### src/rtl/sssp_edge_fetch_if.sv
// Task-in, AR-request and config-write signals of the SSSP edge fetch stage.
// master is the fetch unit side, slave is the surrounding core / memory side.
interface sssp_edge_fetch_if #(
    parameter int TASK_W    = 32,
    parameter int SUBTYPE_W = 4
);
    logic                 task_in_valid;
    logic                 task_in_ready;
    logic [TASK_W-1:0]    in_task;
    logic [63:0]          in_data;

    logic                 arvalid;
    logic                 arready;
    logic [31:0]          araddr;
    logic [7:0]           arlen;
    logic [2:0]           arsize;
    logic [TASK_W-1:0]    resp_task;
    logic [SUBTYPE_W-1:0] resp_subtype;
    logic                 resp_mark_last;

    logic                 reg_wvalid;
    logic [7:0]           reg_waddr;
    logic [31:0]          reg_wdata;

    modport master (
        input  task_in_valid, in_task, in_data, arready,
               reg_wvalid, reg_waddr, reg_wdata,
        output task_in_ready, arvalid, araddr, arlen, arsize,
               resp_task, resp_subtype, resp_mark_last
    );

    modport slave (
        output task_in_valid, in_task, in_data, arready,
               reg_wvalid, reg_waddr, reg_wdata,
        input  task_in_ready, arvalid, araddr, arlen, arsize,
               resp_task, resp_subtype, resp_mark_last
    );
endinterface

### src/rtl/sssp_edge_fetch.sv
// SSSP neighbor fetch: turns a vertex task plus CSR offset pair into chunked read bursts.
// Optional end<start detection is enabled by defining SSSP_EDGE_FETCH_CHECK_EN.
module sssp_edge_fetch #(
    parameter int        MAX_BURST          = 16,
    parameter int        EDGE_SIZE_LOG2     = 3,
    parameter int        RESP_SUBTYPE       = 2,
    parameter int        TASK_W             = 32,
    parameter int        SUBTYPE_W          = 4,
    parameter logic [7:0] NEIGHBOR_BASE_ADDR = 8'h10
) (
    input  logic                  clk,
    input  logic                  rstn,
    sssp_edge_fetch_if.master     bus,
    output logic                  err_malformed
);
    typedef enum logic [1:0] {IDLE, ISSUE, ACK} state_t;

    state_t            state;
    logic [31:0]       nbr_base;
    logic [31:0]       base_q;
    logic [31:0]       cur_q;
    logic [31:0]       end_q;
    logic [8:0]        beats_q;
    logic [TASK_W-1:0] task_q;

    logic [31:0] src_base, src_cur, src_end, rem;
    logic [31:0] nxt_addr;
    logic [8:0]  nxt_beats;
    logic [7:0]  nxt_len;
    logic        nxt_last;

`ifdef SSSP_EDGE_FETCH_CHECK_EN
    logic err_q;
    assign err_malformed = err_q;
`else
    assign err_malformed = 1'b0;
`endif

    assign bus.arsize       = 3'(EDGE_SIZE_LOG2);
    assign bus.resp_subtype = SUBTYPE_W'(RESP_SUBTYPE);
    assign bus.resp_task    = task_q;

    // Next burst comes from the incoming offsets in IDLE, otherwise from cur advanced past the current burst.
    always_comb begin
        src_base = base_q;
        src_cur  = cur_q + {23'd0, beats_q};
        src_end  = end_q;
        if (state == IDLE) begin
            src_base = nbr_base;
            src_cur  = bus.in_data[31:0];
            src_end  = bus.in_data[63:32];
        end
        rem       = src_end - src_cur;
        nxt_last  = (rem <= 32'(MAX_BURST));
        nxt_beats = nxt_last ? rem[8:0] : 9'(MAX_BURST);
        nxt_len   = 8'(nxt_beats - 9'd1);
        nxt_addr  = src_base + (src_cur << EDGE_SIZE_LOG2);
    end

    always_ff @(posedge clk or negedge rstn) begin
        if (!rstn) begin
            state              <= IDLE;
            nbr_base           <= '0;
            base_q             <= '0;
            cur_q              <= '0;
            end_q              <= '0;
            beats_q            <= '0;
            task_q             <= '0;
            bus.arvalid        <= 1'b0;
            bus.araddr         <= '0;
            bus.arlen          <= '0;
            bus.resp_mark_last <= 1'b0;
            bus.task_in_ready  <= 1'b0;
`ifdef SSSP_EDGE_FETCH_CHECK_EN
            err_q              <= 1'b0;
`endif
        end else begin
            if (bus.reg_wvalid && bus.reg_waddr == NEIGHBOR_BASE_ADDR)
                nbr_base <= bus.reg_wdata << 2;

            case (state)
                IDLE: begin
                    if (bus.task_in_valid) begin
                        task_q <= bus.in_task;
                        cur_q  <= src_cur;
                        end_q  <= src_end;
                        base_q <= nbr_base;
                        if (src_end > src_cur) begin
                            state              <= ISSUE;
                            bus.arvalid        <= 1'b1;
                            bus.araddr         <= nxt_addr;
                            bus.arlen          <= nxt_len;
                            bus.resp_mark_last <= nxt_last;
                            beats_q            <= nxt_beats;
                        end else begin
                            state             <= ACK;
                            bus.task_in_ready <= 1'b1;
`ifdef SSSP_EDGE_FETCH_CHECK_EN
                            if (src_end < src_cur)
                                err_q <= 1'b1;
`endif
                        end
                    end
                end
                ISSUE: begin
                    if (bus.arready) begin
                        cur_q <= src_cur;
                        if (bus.resp_mark_last) begin
                            state              <= ACK;
                            bus.arvalid        <= 1'b0;
                            bus.resp_mark_last <= 1'b0;
                            bus.task_in_ready  <= 1'b1;
                        end else begin
                            bus.araddr         <= nxt_addr;
                            bus.arlen          <= nxt_len;
                            bus.resp_mark_last <= nxt_last;
                            beats_q            <= nxt_beats;
                        end
                    end
                end
                ACK: begin
                    bus.task_in_ready <= 1'b0;
                    state             <= IDLE;
                end
                default: state <= IDLE;
            endcase
        end
    end
endmodule

### src/flat_wrapper.sv
// flat-port wrapper written by rule: the top's interface ports become plain ports
module sssp_edge_fetch_flat 
#(
    parameter int        MAX_BURST          = 16,
    parameter int        EDGE_SIZE_LOG2     = 3,
    parameter int        RESP_SUBTYPE       = 2,
    parameter int        TASK_W             = 32,
    parameter int        SUBTYPE_W          = 4,
    parameter logic [7:0] NEIGHBOR_BASE_ADDR = 8'h10
)
  (clk, rstn, err_malformed, bus_task_in_valid, bus_in_task, bus_in_data, bus_arready, bus_reg_wvalid, bus_reg_waddr, bus_reg_wdata, bus_task_in_ready, bus_arvalid, bus_araddr, bus_arlen, bus_arsize, bus_resp_task, bus_resp_subtype, bus_resp_mark_last);
  sssp_edge_fetch_if #(.TASK_W(TASK_W), .SUBTYPE_W(SUBTYPE_W)) bus_i ();
  input  logic clk;
  input  logic rstn;
  output logic err_malformed;
  input wire logic [$bits(bus_i.task_in_valid)-1:0] bus_task_in_valid;
  input wire logic [$bits(bus_i.in_task)-1:0] bus_in_task;
  input wire logic [$bits(bus_i.in_data)-1:0] bus_in_data;
  input wire logic [$bits(bus_i.arready)-1:0] bus_arready;
  input wire logic [$bits(bus_i.reg_wvalid)-1:0] bus_reg_wvalid;
  input wire logic [$bits(bus_i.reg_waddr)-1:0] bus_reg_waddr;
  input wire logic [$bits(bus_i.reg_wdata)-1:0] bus_reg_wdata;
  output wire logic [$bits(bus_i.task_in_ready)-1:0] bus_task_in_ready;
  output wire logic [$bits(bus_i.arvalid)-1:0] bus_arvalid;
  output wire logic [$bits(bus_i.araddr)-1:0] bus_araddr;
  output wire logic [$bits(bus_i.arlen)-1:0] bus_arlen;
  output wire logic [$bits(bus_i.arsize)-1:0] bus_arsize;
  output wire logic [$bits(bus_i.resp_task)-1:0] bus_resp_task;
  output wire logic [$bits(bus_i.resp_subtype)-1:0] bus_resp_subtype;
  output wire logic [$bits(bus_i.resp_mark_last)-1:0] bus_resp_mark_last;
  assign bus_i.task_in_valid = bus_task_in_valid;
  assign bus_i.in_task = bus_in_task;
  assign bus_i.in_data = bus_in_data;
  assign bus_i.arready = bus_arready;
  assign bus_i.reg_wvalid = bus_reg_wvalid;
  assign bus_i.reg_waddr = bus_reg_waddr;
  assign bus_i.reg_wdata = bus_reg_wdata;
  assign bus_task_in_ready = bus_i.task_in_ready;
  assign bus_arvalid = bus_i.arvalid;
  assign bus_araddr = bus_i.araddr;
  assign bus_arlen = bus_i.arlen;
  assign bus_arsize = bus_i.arsize;
  assign bus_resp_task = bus_i.resp_task;
  assign bus_resp_subtype = bus_i.resp_subtype;
  assign bus_resp_mark_last = bus_i.resp_mark_last;
  sssp_edge_fetch #(.MAX_BURST(MAX_BURST), .EDGE_SIZE_LOG2(EDGE_SIZE_LOG2), .RESP_SUBTYPE(RESP_SUBTYPE), .TASK_W(TASK_W), .SUBTYPE_W(SUBTYPE_W), .NEIGHBOR_BASE_ADDR(NEIGHBOR_BASE_ADDR)) u_core (.clk(clk), .rstn(rstn), .bus(bus_i), .err_malformed(err_malformed));
endmodule
### config.mk
export PLATFORM = sky130hd
export DESIGN_NAME = sssp_edge_fetch_flat
export DESIGN_NICKNAME = d
export VERILOG_FILES = /design/src/rtl/sssp_edge_fetch_if.sv /design/src/rtl/sssp_edge_fetch.sv /design/src/flat_wrapper.sv
export SDC_FILE = /design/constraint.sdc
export NUM_CORES = 1
export LEC_CHECK = 0
export BUFFER_PORTS_ARGS = -buffer_cell sky130_fd_sc_hd__buf_2
export CAP_MARGIN = 5
export CORE_MARGIN = 2
export CORE_UTILIZATION = 50
export CTS_CLUSTER_SIZE = 30
export DETAILED_ROUTE_END_ITERATION = 10
export PLACE_DENSITY = 0.72
export SLEW_MARGIN = 20
export SYNTH_ARGS = -nofsm -noshare
export SYNTH_HDL_FRONTEND = slang
export SYNTH_SLANG_ARGS = --single-unit
### constraint.sdc
create_clock -name clk -period 9.1 [get_ports clk]
set_clock_uncertainty 0.05 [all_clocks]
set_input_delay 0.455 -clock clk [delete_from_list [all_inputs] [get_ports clk]]
set_output_delay 0.455 -clock clk [all_outputs]
set_load 0.03 [all_outputs]
==> Word-level counts from Yosys, hierarchy flattened <==
Cells that the tools add are included.
{ "classes": {"n_addsub": 4, "n_reduce_logical": 11, "eq_ne": 9, "order_cmp": 2, "mux": 42} }
{ "op_table": {"columns": ["cell", "count"], "rows": [
  ["2-to-1 mux 32 bit", 9],
  ["case mux 32 bit (2 select lines)", 2],
  ["2-to-1 mux 9 bit", 5],
  ["adder 32 bit", 1],
  ["adder 32 x 9 -> 32 bit", 1],
  ["> comparator 32 bit", 1],
  ["<= comparator 32 x 5 -> 1 bit, second input constant", 1],
  ["2-to-1 mux 8 bit", 4],
  ["subtractor 32 bit", 1],
  ["case mux 9 bit (2 select lines)", 1],
  ["case mux 8 bit (2 select lines)", 1],
  ["AND reduction 5 bit", 3],
  ["2-to-1 mux 1 bit", 12],
  ["inequality test 2 bit, second input constant", 5],
  ["equality test 8 x 5 -> 1 bit, second input constant", 1],
  ["2-to-1 mux 2 bit", 4],
  ["subtractor 8 x 1 -> 8 bit, second input constant", 1],
  ["AND reduction 3 bit", 2],
  ["case mux 1 bit (2 select lines)", 2],
  ["case mux 2 bit (2 select lines)", 1],
  ["AND reduction 4 bit", 1],
  ["case mux 1 bit (3 select lines)", 1],
  ["nonzero test 3 bit", 1],
  ["equality test 2 x 1 -> 1 bit, second input constant", 1],
  ["other kinds (6)", 6]
]} }
{ "totals": {"register_bits": 210, "wordCells": 80, "output_inout_bits": 83, "inputBits": 141} }

==> Longest topological paths before layout <==
Gate-level depths: netlist of run 1.
{ "logic_depth": {"word_depth": 9, "depth_mapped": 38} }

==> Least setup slack after synthesis of run 1 <==
OpenSTA, ideal clock, no wires.
{ "synth_path": {"path_type": "flip-flop to flip-flop", "start": "register u_core.state[0]", "end": "register u_core.bus.arlen[2]", "slack_ps": 1243, "stages_incl_launch_ff": 35, "arrival_time_ps": 7726, "n_path_buf": 11, "required_time_ps": 8968, "cell_sequence": "dfrtp_1 > inv_1 > ha_1 > buf_2 > buf_2 > buf_4 > buf_2 > buf_4 > buf_2 > buf_4 > buf_2 > buf_1 > clkbuf_1 > buf_1 > mux2_2 > ha_1 > nor2b_1 > o21a_1 > o21ai_0 > a21oi_1 > maj3_1 > maj3_2 > xnor2_1 > nand4b_1 > nor4_1 > nand2_1 > nor4_1 > and4b_1 > nand3_1 > nor4_1 > nand3_1 > or2_2 > ha_1 > or3_1 > a31oi_1"} }
{ "synth_via": {"elab_chain_cells": 9, "word_cells_on_any_way": 20, "classes_between": "add/sub: 2; order compare: 2; eq/ne: 5; mux: 8; reduce/logical: 3"} }
{ "synth_rtl": {"columns": ["element", "line_no", "text"], "rows": [
  ["start, declared", "sssp_edge_fetch.sv:18", "state_t state;"],
  ["start signal, assigned", "sssp_edge_fetch.sv:62", "state <= IDLE;"],
  ["start signal, assigned", "sssp_edge_fetch.sv:89", "state <= ISSUE;"],
  ["start signal, assigned", "sssp_edge_fetch.sv:96", "state <= ACK;"],
  ["logical NOT 2 bit *", "sssp_edge_fetch.sv:48", "if (state == IDLE) begin"],
  ["2-to-1 mux 32 bit *", "sssp_edge_fetch.sv:48", null],
  ["named net u_core.src_end[2]", "sssp_edge_fetch.sv:26", "logic [31:0] src_base, src_cur, src_end, rem;"],
  ["subtractor 32 bit", "sssp_edge_fetch.sv:53", "rem = src_end - src_cur;"],
  ["<= comparator 32 x 5 -> 1 bit", "sssp_edge_fetch.sv:54", "nxt_last = (rem <= 32'(MAX_BURST));"],
  ["2-to-1 mux 9 bit", "sssp_edge_fetch.sv:55", "nxt_beats = nxt_last ? rem[8:0] : 9'(MAX_BURST);"],
  ["subtractor 8 x 1 -> 8 bit", "sssp_edge_fetch.sv:56", "nxt_len = 8'(nxt_beats - 9'd1);"],
  ["2-to-1 mux 8 bit, on equally long branches", "sssp_edge_fetch.sv:108, sssp_edge_fetch.sv:88", null],
  ["2-to-1 mux 8 bit, on equally long branches", "sssp_edge_fetch.sv:106, sssp_edge_fetch.sv:83", null],
  ["case mux 8 bit (2 select lines)", "sssp_edge_fetch.sv:81", "case (state)"],
  ["end signal, assigned", "sssp_edge_fetch.sv:92", "bus.arlen <= nxt_len;"],
  ["end signal, assigned", "sssp_edge_fetch.sv:115", "bus.arlen <= nxt_len;"],
  ["end, declared", "sssp_edge_fetch_if.sv:28", "output task_in_ready, arvalid, araddr, arlen, arsize,"]
]} }
Mark *: on every way through the listed nets, which the timed path passes. The rest lies on a longest branch. The select of a mux whose other input is x is not followed.
A chain may end at the register's enable or synchronous reset.

==> Final worst setup path of run 1 <==
{ "layout_path": {"start": "register u_core.state[0]", "end": "register u_core.bus.araddr[30]"} }
{ "layout_via": {"elab_chain_cells": 6, "word_cells_on_any_way": 18, "classes_between": "add/sub: 1; order compare: 1; eq/ne: 5; mux: 8; reduce/logical: 3"} }
{ "layout_rtl": {"columns": ["element", "line_no", "text"], "rows": [
  ["logical NOT 2 bit *", "sssp_edge_fetch.sv:48", null],
  ["2-to-1 mux 32 bit *", "sssp_edge_fetch.sv:48", null],
  ["named net u_core.src_cur[5]", "sssp_edge_fetch.sv:26", null],
  ["adder 32 bit", "sssp_edge_fetch.sv:57", "nxt_addr = src_base + (src_cur << EDGE_SIZE_LOG2);"],
  ["2-to-1 mux 32 bit, on equally long branches", "sssp_edge_fetch.sv:108, sssp_edge_fetch.sv:88", null],
  ["2-to-1 mux 32 bit, on equally long branches", "sssp_edge_fetch.sv:106, sssp_edge_fetch.sv:83", null],
  ["case mux 32 bit (2 select lines)", "sssp_edge_fetch.sv:81", null],
  ["end signal, assigned", "sssp_edge_fetch.sv:91", "bus.araddr <= nxt_addr;"],
  ["end signal, assigned", "sssp_edge_fetch.sv:114", "bus.araddr <= nxt_addr;"],
  ["end, declared", "sssp_edge_fetch_if.sv:28", null]
]} }
Marked as above.

==> results.ini, run 1 <==
[outcome]
status = finished, final reports clean

[logic_synthesis]
yosys_most_used_dff = dfrtp_1
yosys-mux-area-fraction_pct = 15.5
yosys.area_share.simple_pct = 14.5
synth_xor_area_share_pct = 5.61
ys_warn_count = 0
synthCells = 1452
netlist_area_um2 = 14000
seq_area_frac_synth_pct = 37.2
synth-seq-cells = 208
syn_avg_cell_area_um2 = 9.64
async_reset_ff_share_pct = 100
synth_compound_area_share_pct = 17.3
synth_edf_count = 0
synthAdderAreaFrac_pct = 6.16
synth_top_family_by_area = compound AO/OA/AOI/OAI gates
yosysUniqueCellTypes = 102

[grt]
antenna_found_initial = 6
grt_max_degree = 73
grtUsageTotal_pct = 24.5
overflow = 0
grt_pass1_vias = 11300
grt_pass1_wl_mm = 58.0

[floorplanning]
die-area_um2 = 29300
pin_count = 224
rows = 61
start_util_pct = 50.5
fp.coreArea_um2 = 27700
die_y_um = 171
die_w_um = 171

[drt]
drt_pass1_iterations = 5
via_per_inst = 5.71
num_vias = 11600
drt_iter0_markers = 798
wl_met2_mm = 17.0
drc_errors = 0
detail-route-antenna-nets = 0
wl_met1_mm = 15.8
wl_mm = 36.0
met3_wirelength_mm = 2.21
wl_per_cell_um = 17.7
highest_layer = met5

[layout]
register_area_um2 = 5200
nNetsFinal = 1835
drive_gt1_share_pct = 29.6
syn2layout_area_growth_pct = 15.8
finalNonFillerCells = 2035
final_util_pct = 58.5
multi_input_area_um2 = 8320
fillers = 2496

[power_and_ir_drop]
leakage_nw = 7.52
peakVddDrop_v = 0.000188
power_density_nw_per_um2 = 413

[sta]
whs_ns = 0.0995
max_freq_mhz = 133
rsz0062_at_grt = false
hold_viol = 0
setup_viol = 0
setup-tns-final_ns = 0
slew_viol_final = 0
worst_pin_slew_ns = 1.05
finalCritPeriodShare_pct = 82.6
min_period_ns = 7.52
relSlewSlack_pct = 28.9

[min_path]
hold_path.class = in -> reg

[placed_design]
post-dp-hpwl_mm = 26.8
io_buffer_count = 211
placed_cells = 1993
place_congestion = 0.925

[clock_network]
htree_levels = 1
cts.clk_slew.worst_paths_ns = 0.06
cts_buffers = 25
clock_latency_ns = 0.53
clockBufferDepth = 3
cts-resized-gates = 0
cts_root_buf = clkbuf_16
cts_tree = built
cts_setup_buffers = 0
cts.sinks = 208

[run]
maxCapViolCount = 0

[critical_path]
crit_path_start_kind = register
critPathKind = reg -> reg
cp-end-kind = register
crit_arrival_ns = 7.87
cp.required_ns = 9.45
crit_fanout = 69

## state kept, by name, summed over array words and instances, names as in the netlist
signal,cells
u_core.beats_q,9
u_core.bus.task_in_ready,1
u_core.bus.arlen,8
u_core.bus.arvalid,1
u_core.state,2
u_core.bus.araddr,30
u_core.cur_q,32
u_core.bus.resp_mark_last,1
u_core.base_q,30
u_core.end_q,32
u_core.nbr_base,30
u_core.bus.resp_task,32
## critical path, cell delays in order, from the launching register on
cell and delay (ns):
dfrtp_1 0.40, inv_1 0.13, ha_4 0.59, buf_4 0.79, nor2_1 0.11, a21oi_1 0.42
inv_1 0.11, ha_1 0.26, or4_1 0.56, or2_2 0.30, o311a_1 0.21, maj3_1 0.40
a211oi_2 0.40, a41oi_1 0.09, or3_1 0.47, o31ai_2 0.32, maj3_1 0.27, o211ai_1 0.14
o211a_1 0.18, a2111o_1 0.37, a31oi_2 0.31, o211ai_1 0.16, xnor2_1 0.18, o21ai_0 0.10
## layout make-up
class / count / share of cell area [%]
diodes: 1 / 0.0154
clock buffers: 32 / 4.27
clock inverters: 8 / 0.826
inverters: 55 / 1.27
multi-input cells: 1129 / 51.4
flip-flops and latches: 208 / 32.1
well taps: 378 / 2.92
repair buffers: 224 / 7.19
## metal layers
layer | vias to the layer above | global-route usage, %
li1 | 5638 | -
met1 | 5613 | 32.5
met2 | 312 | 40.6
met3 | 61 | 4.83
met4 | 6 | 7.30
met5 | - | 0
## repair_timing
action,in CTS,in global routing
hold buffers,1,0
setup endpoints to repair,0,0
endpoints found under the hold margin,70,0
## cells in the mapped netlist, types with 15 or more instances
master / n / area, um2
a21oi_1: 74 / 370
and2_1: 15 / 93.8
buf_4: 16 / 120
clkbuf_1: 36 / 135
dfrtp_1: 208 / 5200
ha_1: 48 / 601
inv_1: 55 / 206
maj3_1: 19 / 190
mux2_2: 169 / 1900
mux2i_1: 26 / 260
nand2_1: 151 / 567
nand2b_1: 16 / 100
nand3_1: 31 / 155
nor2_1: 80 / 300
nor2b_1: 16 / 100
nor3_1: 16 / 80.1
o21ai_0: 120 / 601
o31ai_1: 18 / 135
xnor2_1: 38 / 333
xor2_1: 40 / 350
## final timing paths
check                           depth (start not counted)                        to                  from  slack (ns)
max in group asynchronous                               3         u_core.beats_q[8]                  rstn        7.19
min in group asynchronous                               2      u_core.bus.araddr[9]                  rstn        0.45
worst max-delay path                                   23     u_core.bus.araddr[30]       u_core.state[0]        1.58
worst min-delay path                                    2  u_core.bus.resp_task[30]       bus_in_task[30]         0.1
worst max register to register                         23     u_core.bus.araddr[30]       u_core.state[0]        1.58
worst min register to register                          2      u_core.bus.araddr[4]  u_core.bus.araddr[4]        0.42
## metrics by stage
step                      cell area, um2  setup slack, ns  power [mW]
after detailed placement           15400             1.70        5.65
after floorplan                    14000             1.24        4.66
after global placement             15400             1.79        5.54
after global routing               16200             1.01        7.23
final                              16200             1.58        6.69
after CTS                          16200             1.67        6.69
## cells in the final DEF, fill, tap and decap left out, drive strengths merged, types with 18 or more instances in the layout
| master | netlist | final |
|---|---|---|
| ha | 48 | 48 |
| dfrtp | 208 | 208 |
| xor2 | 41 | 41 |
| nor2 | 81 | 81 |
| mux2i | 26 | 26 |
| xnor2 | 39 | 39 |
| o21ai | 128 | 128 |
| a21oi | 75 | 75 |
| o31ai | 21 | 21 |
| nand2 | 152 | 152 |
| mux2 | 169 | 169 |
| nor3 | 18 | 18 |
| inv | 55 | 56 |
| clkbuf | 36 | 33 |
| maj3 | 20 | 20 |
| nand3 | 33 | 33 |
| buf | 32 | 222 |
## power by group
group	total (mW)	switching, mW	internal, mW
Sequential	1.46	0.213	1.25
Combinational	4.22	2.61	1.61
Clock	1.01	0.390	0.619
Total	6.69	3.21	3.48
## cell families (layout without fill, tap and decap cells)
logic type      count (synthesis)  in the layout
simple gates                  410            410
flops                         208            208
xor+xnor                       83             83
other cells                     2             11
mux                           195            195
buf+inv                       123            319
compound gates                360            360
fa+ha+maj                      71             71
Note: power is estimated with default switching activity, not from simulation.
==> run 2: changes to the inputs <==
==> constraint.sdc (replaced) <==
create_clock -name clk -period 7.4 [get_ports clk]
set_clock_uncertainty 0.05 [all_clocks]
set_input_delay 0.37 -clock clk [delete_from_list [all_inputs] [get_ports clk]]
set_output_delay 0.37 -clock clk [all_outputs]
set_load 0.03 [all_outputs]
==> run 2 against run 1 <==
Sequential cell count unchanged. Routed wire length up 1.2%. Worst hold slack worse by 0.080 ns. Largest power group unchanged.
==> results.ini, run 2 (same netlist as run 1, synthesis figures left out) <==
[placed_design]
place_congestion = 0.935
placed_cells = 2001
io_buffer_count = 211
pre_cts_slack_ns = 0.395
placed_cell_area_um2 = 15400
post-dp-hpwl_mm = 26.9

[drt]
wl_per_cell_um = 17.8
via_per_inst = 5.73
drc_errors = 0
num_vias = 11700
wl_mm = 36.4
detail-route-antenna-nets = 0
drt_iter0_markers = 758
drt_pass1_iterations = 4

[layout]
drive_gt1_share_pct = 30.5
design_area_um2 = 16400
nNetsFinal = 1843
syn2layout_area_growth_pct = 16.9
finalNonFillerCells = 2048
layout_common_cells = buf_2, dfrtp_1, mux2_2
layout_commonest_cell = buf_2

[clock_network]
cts_buffers = 25
clockBufferDepth = 3
htree_levels = 1
cts_setup_buffers = 0
cts_root_buf = clkbuf_16
cts.sinks = 208
cts_tree = built
clock_latency_ns = 0.53
cts.clk_slew.worst_paths_ns = 0.06

[sta]
setup_viol = 0
max_freq_mhz = 142
min_period_ns = 7.05
finalCritPeriodShare_pct = 95.3
whs_ns = 0.0191
worst_slack_ns = 0.349
hold_viol = 0
worst_pin_slew_ns = 0.988
relSlewSlack_pct = 33.2
slew_viol_final = 0

[power_and_ir_drop]
intPower_mw = 4.32
power_frac_seq_pct = 21.7
leakage_nw = 7.56
combPwrFrac_pct = 63.5
p_sw_share_pct = 48.1
peakVddDrop_v = 0.000296
switchingPower_mw = 4.00
power_density_nw_per_um2 = 509
clkPwrFrac_pct = 14.8

[grt]
grtUsageTotal_pct = 24.7
grt_pass1_vias = 11400
grt_pass1_wl_mm = 58.5
antenna_found_initial = 3
overflow = 0
grt_max_degree = 76

[floorplanning]
die-area_um2 = 29300
start_util_pct = 50.5
die_y_um = 171
rows = 61
fp.coreArea_um2 = 27700
pin_count = 224
die_w_um = 171

[critical_path]
max_stage_delay_ns = 0.52
path_buf_inv = 2
crit_arrival_ns = 7.40
crit_path_start_kind = register
slowest_stage = or4_1
cp.required_ns = 7.75
cp-end-kind = register
critPathKind = reg -> reg
path_delay_family = compound AO/OA/AOI/OAI gates
crit_fanout = 6

[min_path]
hold_path.class = in -> reg

[run]
maxCapViolCount = 0

[outcome]
status = finished, final reports clean

run 2: area by class of cell:
| cell class | instances | area (um2) |
|---|---|---|
| Clock inverter | 5 | 78.8 |
| Inverter | 55 | 206 |
| Fill cell | 2419 | 11400 |
| Sequential cell | 208 | 5200 |
| Tap cell | 378 | 473 |
| Multi-Input combinational cell | 1129 | 8410 |
| Clock buffer | 39 | 738 |
| Antenna cell | 2 | 5.00 |
| Timing Repair Buffer | 232 | 1240 |
run 2: per-layer routing:
| metal | vias to the layer above | routed length (um) | GRT usage (%) |
|---|---|---|---|
| met5 | - | 11 | 0 |
| met4 | 2 | 1010 | 7.55 |
| met3 | 70 | 2560 | 4.97 |
| met2 | 366 | 17100 | 41.0 |
| met1 | 5646 | 15800 | 32.5 |
| li1 | 5655 | - | - |
run 2: stage by stage:
step,power (mW),utilization [%],setup TNS (ns)
CTS,8.26,58.7,0
floorplan,5.74,-,0
global route,8.98,59.0,-0.0443
detailed placement,6.98,55.7,0
global placement,6.87,55.7,0
finish,8.32,59.0,0
run 2: path summary, 6_finish.rpt:
kind | startpoint | to | slack, ns | cells past startpoint
max | u_core.beats_q[0] | u_core.bus.araddr[30] | 0.35 | 27
min | bus_reg_wdata[11] | u_core.nbr_base[13] | 0.02 | 2
max reg2reg | u_core.beats_q[0] | u_core.bus.araddr[30] | 0.35 | 27
min reg2reg | u_core.bus.araddr[4] | u_core.bus.araddr[4] | 0.42 | 2
max in group asynchronous | rstn | u_core.end_q[23] | 5.53 | 3
min in group asynchronous | rstn | u_core.nbr_base[3] | 0.34 | 2
run 2: timing repair:
action | CTS | global route
setup endpoints to repair | 0 | 7
endpoints found under the hold margin | 65 | 0
hold buffers | 1 | 0
gates resized for setup | 0 | 15
run 2: power by group through the flow:
stage	logic (mW)	registers, mW	clock network, mW
global placement	5.08	1.80	0
finish	5.29	1.80	1.23
detailed placement	5.17	1.82	0
CTS	5.20	1.80	1.26
floorplan	3.64	2.10	0
global route	5.83	1.86	1.30
run 2: worst register-to-register path, stage by stage, from the launching register on:
cell	delay [ns]
dfrtp_1	0.35
ha_1	0.21
inv_1	0.07
fa_1	0.41
nand2b_1	0.24
a211o_1	0.40
nand2_1	0.12
xnor2_1	0.12
nand2_1	0.06
o21ai_0	0.21
inv_1	0.16
ha_1	0.26
or4_1	0.52
or2_2	0.30
o311a_1	0.20
maj3_1	0.42
a211oi_4	0.32
a41oi_1	0.08
or3_1	0.50
o31ai_4	0.29
maj3_1	0.25
o211ai_1	0.14
o211a_1	0.19
a2111o_1	0.39
a31oi_4	0.25
o211ai_1	0.15
xnor2_1	0.18
o21ai_0	0.09
==> run 3: changes to the inputs <==
--- a/config.mk
+++ b/config.mk
@@ -12,7 +12,6 @@
 export CTS_CLUSTER_SIZE = 30
 export DETAILED_ROUTE_END_ITERATION = 10
 export PLACE_DENSITY = 0.72
-export SLEW_MARGIN = 20
 export SYNTH_ARGS = -nofsm -noshare
 export SYNTH_HDL_FRONTEND = slang
 export SYNTH_SLANG_ARGS = --single-unit
==> constraint.sdc (replaced) <==
create_clock -name clk -period 7.2 [get_ports clk]
set_clock_uncertainty 0.05 [all_clocks]
set_input_delay 0.36 -clock clk [delete_from_list [all_inputs] [get_ports clk]]
set_output_delay 0.36 -clock clk [all_outputs]
set_load 0.03 [all_outputs]
==> run 3 against run 2 <==
Worst setup slack got worse by 0.012 ns. Register-to-register slack barely moved. Combinational power rose by 5.7%. Critical path depth rose by 2. Via count rose by 2.3%. Highest routed layer unchanged.
==> results.ini, run 3 (same netlist as run 1, synthesis figures left out) <==
[outcome]
status = finished, final reports clean

[power_and_ir_drop]
leakage_nw = 7.87
power_density_nw_per_um2 = 510
p_sw_share_pct = 48.1
peakVddDrop_v = 0.000252
power_frac_seq_pct = 21.2
combPwrFrac_pct = 64.0
switchingPower_mw = 4.20
clkPwrFrac_pct = 14.8
intPower_mw = 4.53

[clock_network]
clock_latency_ns = 0.54
cts_buffers = 25
cts.clk_slew.worst_paths_ns = 0.06
htree_levels = 1
cts_root_buf = clkbuf_16
clockBufferDepth = 3
cts.sinks = 208
cts_tree = built

[critical_path]
cp-end-kind = register
critPathKind = reg -> reg
crit_path_start_kind = register
crit_arrival_ns = 7.27
slowest_stage = or3_1
cp.required_ns = 7.61
max_stage_delay_ns = 0.42
crit_fanout = 6

[layout]
syn2layout_area_growth_pct = 22.2
drive_gt1_share_pct = 30.4
finalNonFillerCells = 2119
fillers = 2351
layout_commonest_cell = buf_2
nNetsFinal = 1916
layout_common_cells = buf_2, dfrtp_1, mux2_2

[grt]
grt_pass1_vias = 11800
grt_max_degree = 79
grt_pass1_wl_mm = 60.1
grtUsageTotal_pct = 25.5
antenna_found_initial = 5
overflow = 0

[floorplanning]
die-area_um2 = 29300
die_y_um = 171
fp.coreArea_um2 = 27700
start_util_pct = 50.5
die_w_um = 171
pin_count = 224
rows = 61

[drt]
detail-route-antenna-nets = 0
drc_errors = 0
wl_mm = 37.6
drt_pass1_iterations = 7
drt_iter0_markers = 791
wl_per_cell_um = 17.8
via_per_inst = 5.67
num_vias = 12000

[sta]
max_freq_mhz = 146
min_period_ns = 6.86
slew_viol_final = 0
setup_viol = 0
hold_viol = 0
worst_pin_slew_ns = 1.12
finalCritPeriodShare_pct = 95.3
relSlewSlack_pct = 25.5
setup-tns-final_ns = 0
rsz0062_at_grt = false

[placed_design]
io_buffer_count = 211
post-dp-hpwl_mm = 26.9
place_congestion = 0.924
placed_cells = 2011

[min_path]
hold_path.class = in -> reg

[run]
maxCapViolCount = 0

-- run 3: cell types whose count changed in the layout (fill, tap and decap cells not counted), sizes merged --
| cell | change |
|---|---|
| dlygate4sd3 | +62 |
| clkbuf | -5 |
| buf | +11 |
| clkinvlp | +2 |
| bufinv | +1 |
-- run 3: power by group through the flow --
stage               sequential [mW]  clock [mW]  combinational (mW)
floorplan                      2.16           0                3.76
global placement               1.85           0                5.26
detailed placement             1.86           0                5.38
CTS                            1.85        1.32                5.44
global route                   1.90        1.36                6.13
finish                         1.85        1.29                5.59
-- run 3: timing repair --
action / CTS / global route
resized for setup: 0 / 24
hold endpoints to repair: 138 / 0
buffers inserted: 0 / 1
endpoints found under the setup margin: 0 / 8
hold buffers: 63 / 0
-- run 3: final timing paths --
| check | cells after the start | end | startpoint | slack [ns] |
|---|---|---|---|---|
| min in group asynchronous | 2 | u_core.bus.resp_task[1] | rstn | 0.37 |
| max | 29 | u_core.bus.arlen[2] | u_core.beats_q[0] | 0.34 |
| min reg2reg | 2 | u_core.bus.araddr[14] | u_core.bus.araddr[14] | 0.42 |
| max reg2reg | 29 | u_core.bus.arlen[2] | u_core.beats_q[0] | 0.34 |
| max in group asynchronous | 3 | u_core.nbr_base[14] | rstn | 5.30 |
| min | 2 | u_core.end_q[11] | bus_in_data[43] | 0.02 |
-- run 3: per-layer routing --
layer / vias to the layer above / track usage, % / wire (um)
met5: - / 0 / 40
met4: 8 / 7.07 / 933
met3: 68 / 4.33 / 2400
met2: 365 / 44.5 / 18400
met1: 5775 / 32.8 / 15900
li1: 5798 / - / -
-- run 3: final cells by class --
type	count	area, um2	area share (%)
diodes	2	5.00	0.0293
clock buffers	34	689	4.03
clock inverters	8	139	0.812
inverters	55	206	1.21
multi-input cells	1129	8460	49.5
flip-flops and latches	208	5200	30.4
well taps	378	473	2.76
repair buffers	305	1930	11.3
-- run 3: metrics by stage --
step	total power, mW	hold WS (ns)	cell area [um2]	utilization [%]	setup slack, ns
global placement	7.11	0.387	15500	56.0	0.360
CTS	8.61	0.000135	17000	61.3	0.217
detailed placement	7.24	0.389	15500	56.0	0.271
finish	8.73	0.0160	17100	61.7	0.337
global route	9.39	0.0134	17100	61.7	0.0165
floorplan	5.92	0.0144	14100	-	0.00330
-- run 3: worst max-delay path, delay by kind of cell (launching register included) --
family,cells,cell delay [ns]
buffers and inverters,2,0.23
adder cells (fa/ha/maj),6,1.79
AND/OR/NAND/NOR,12,2.78
AO/OA/AOI/OAI,8,1.51
XOR/XNOR,1,0.06
flip-flops,1,0.36
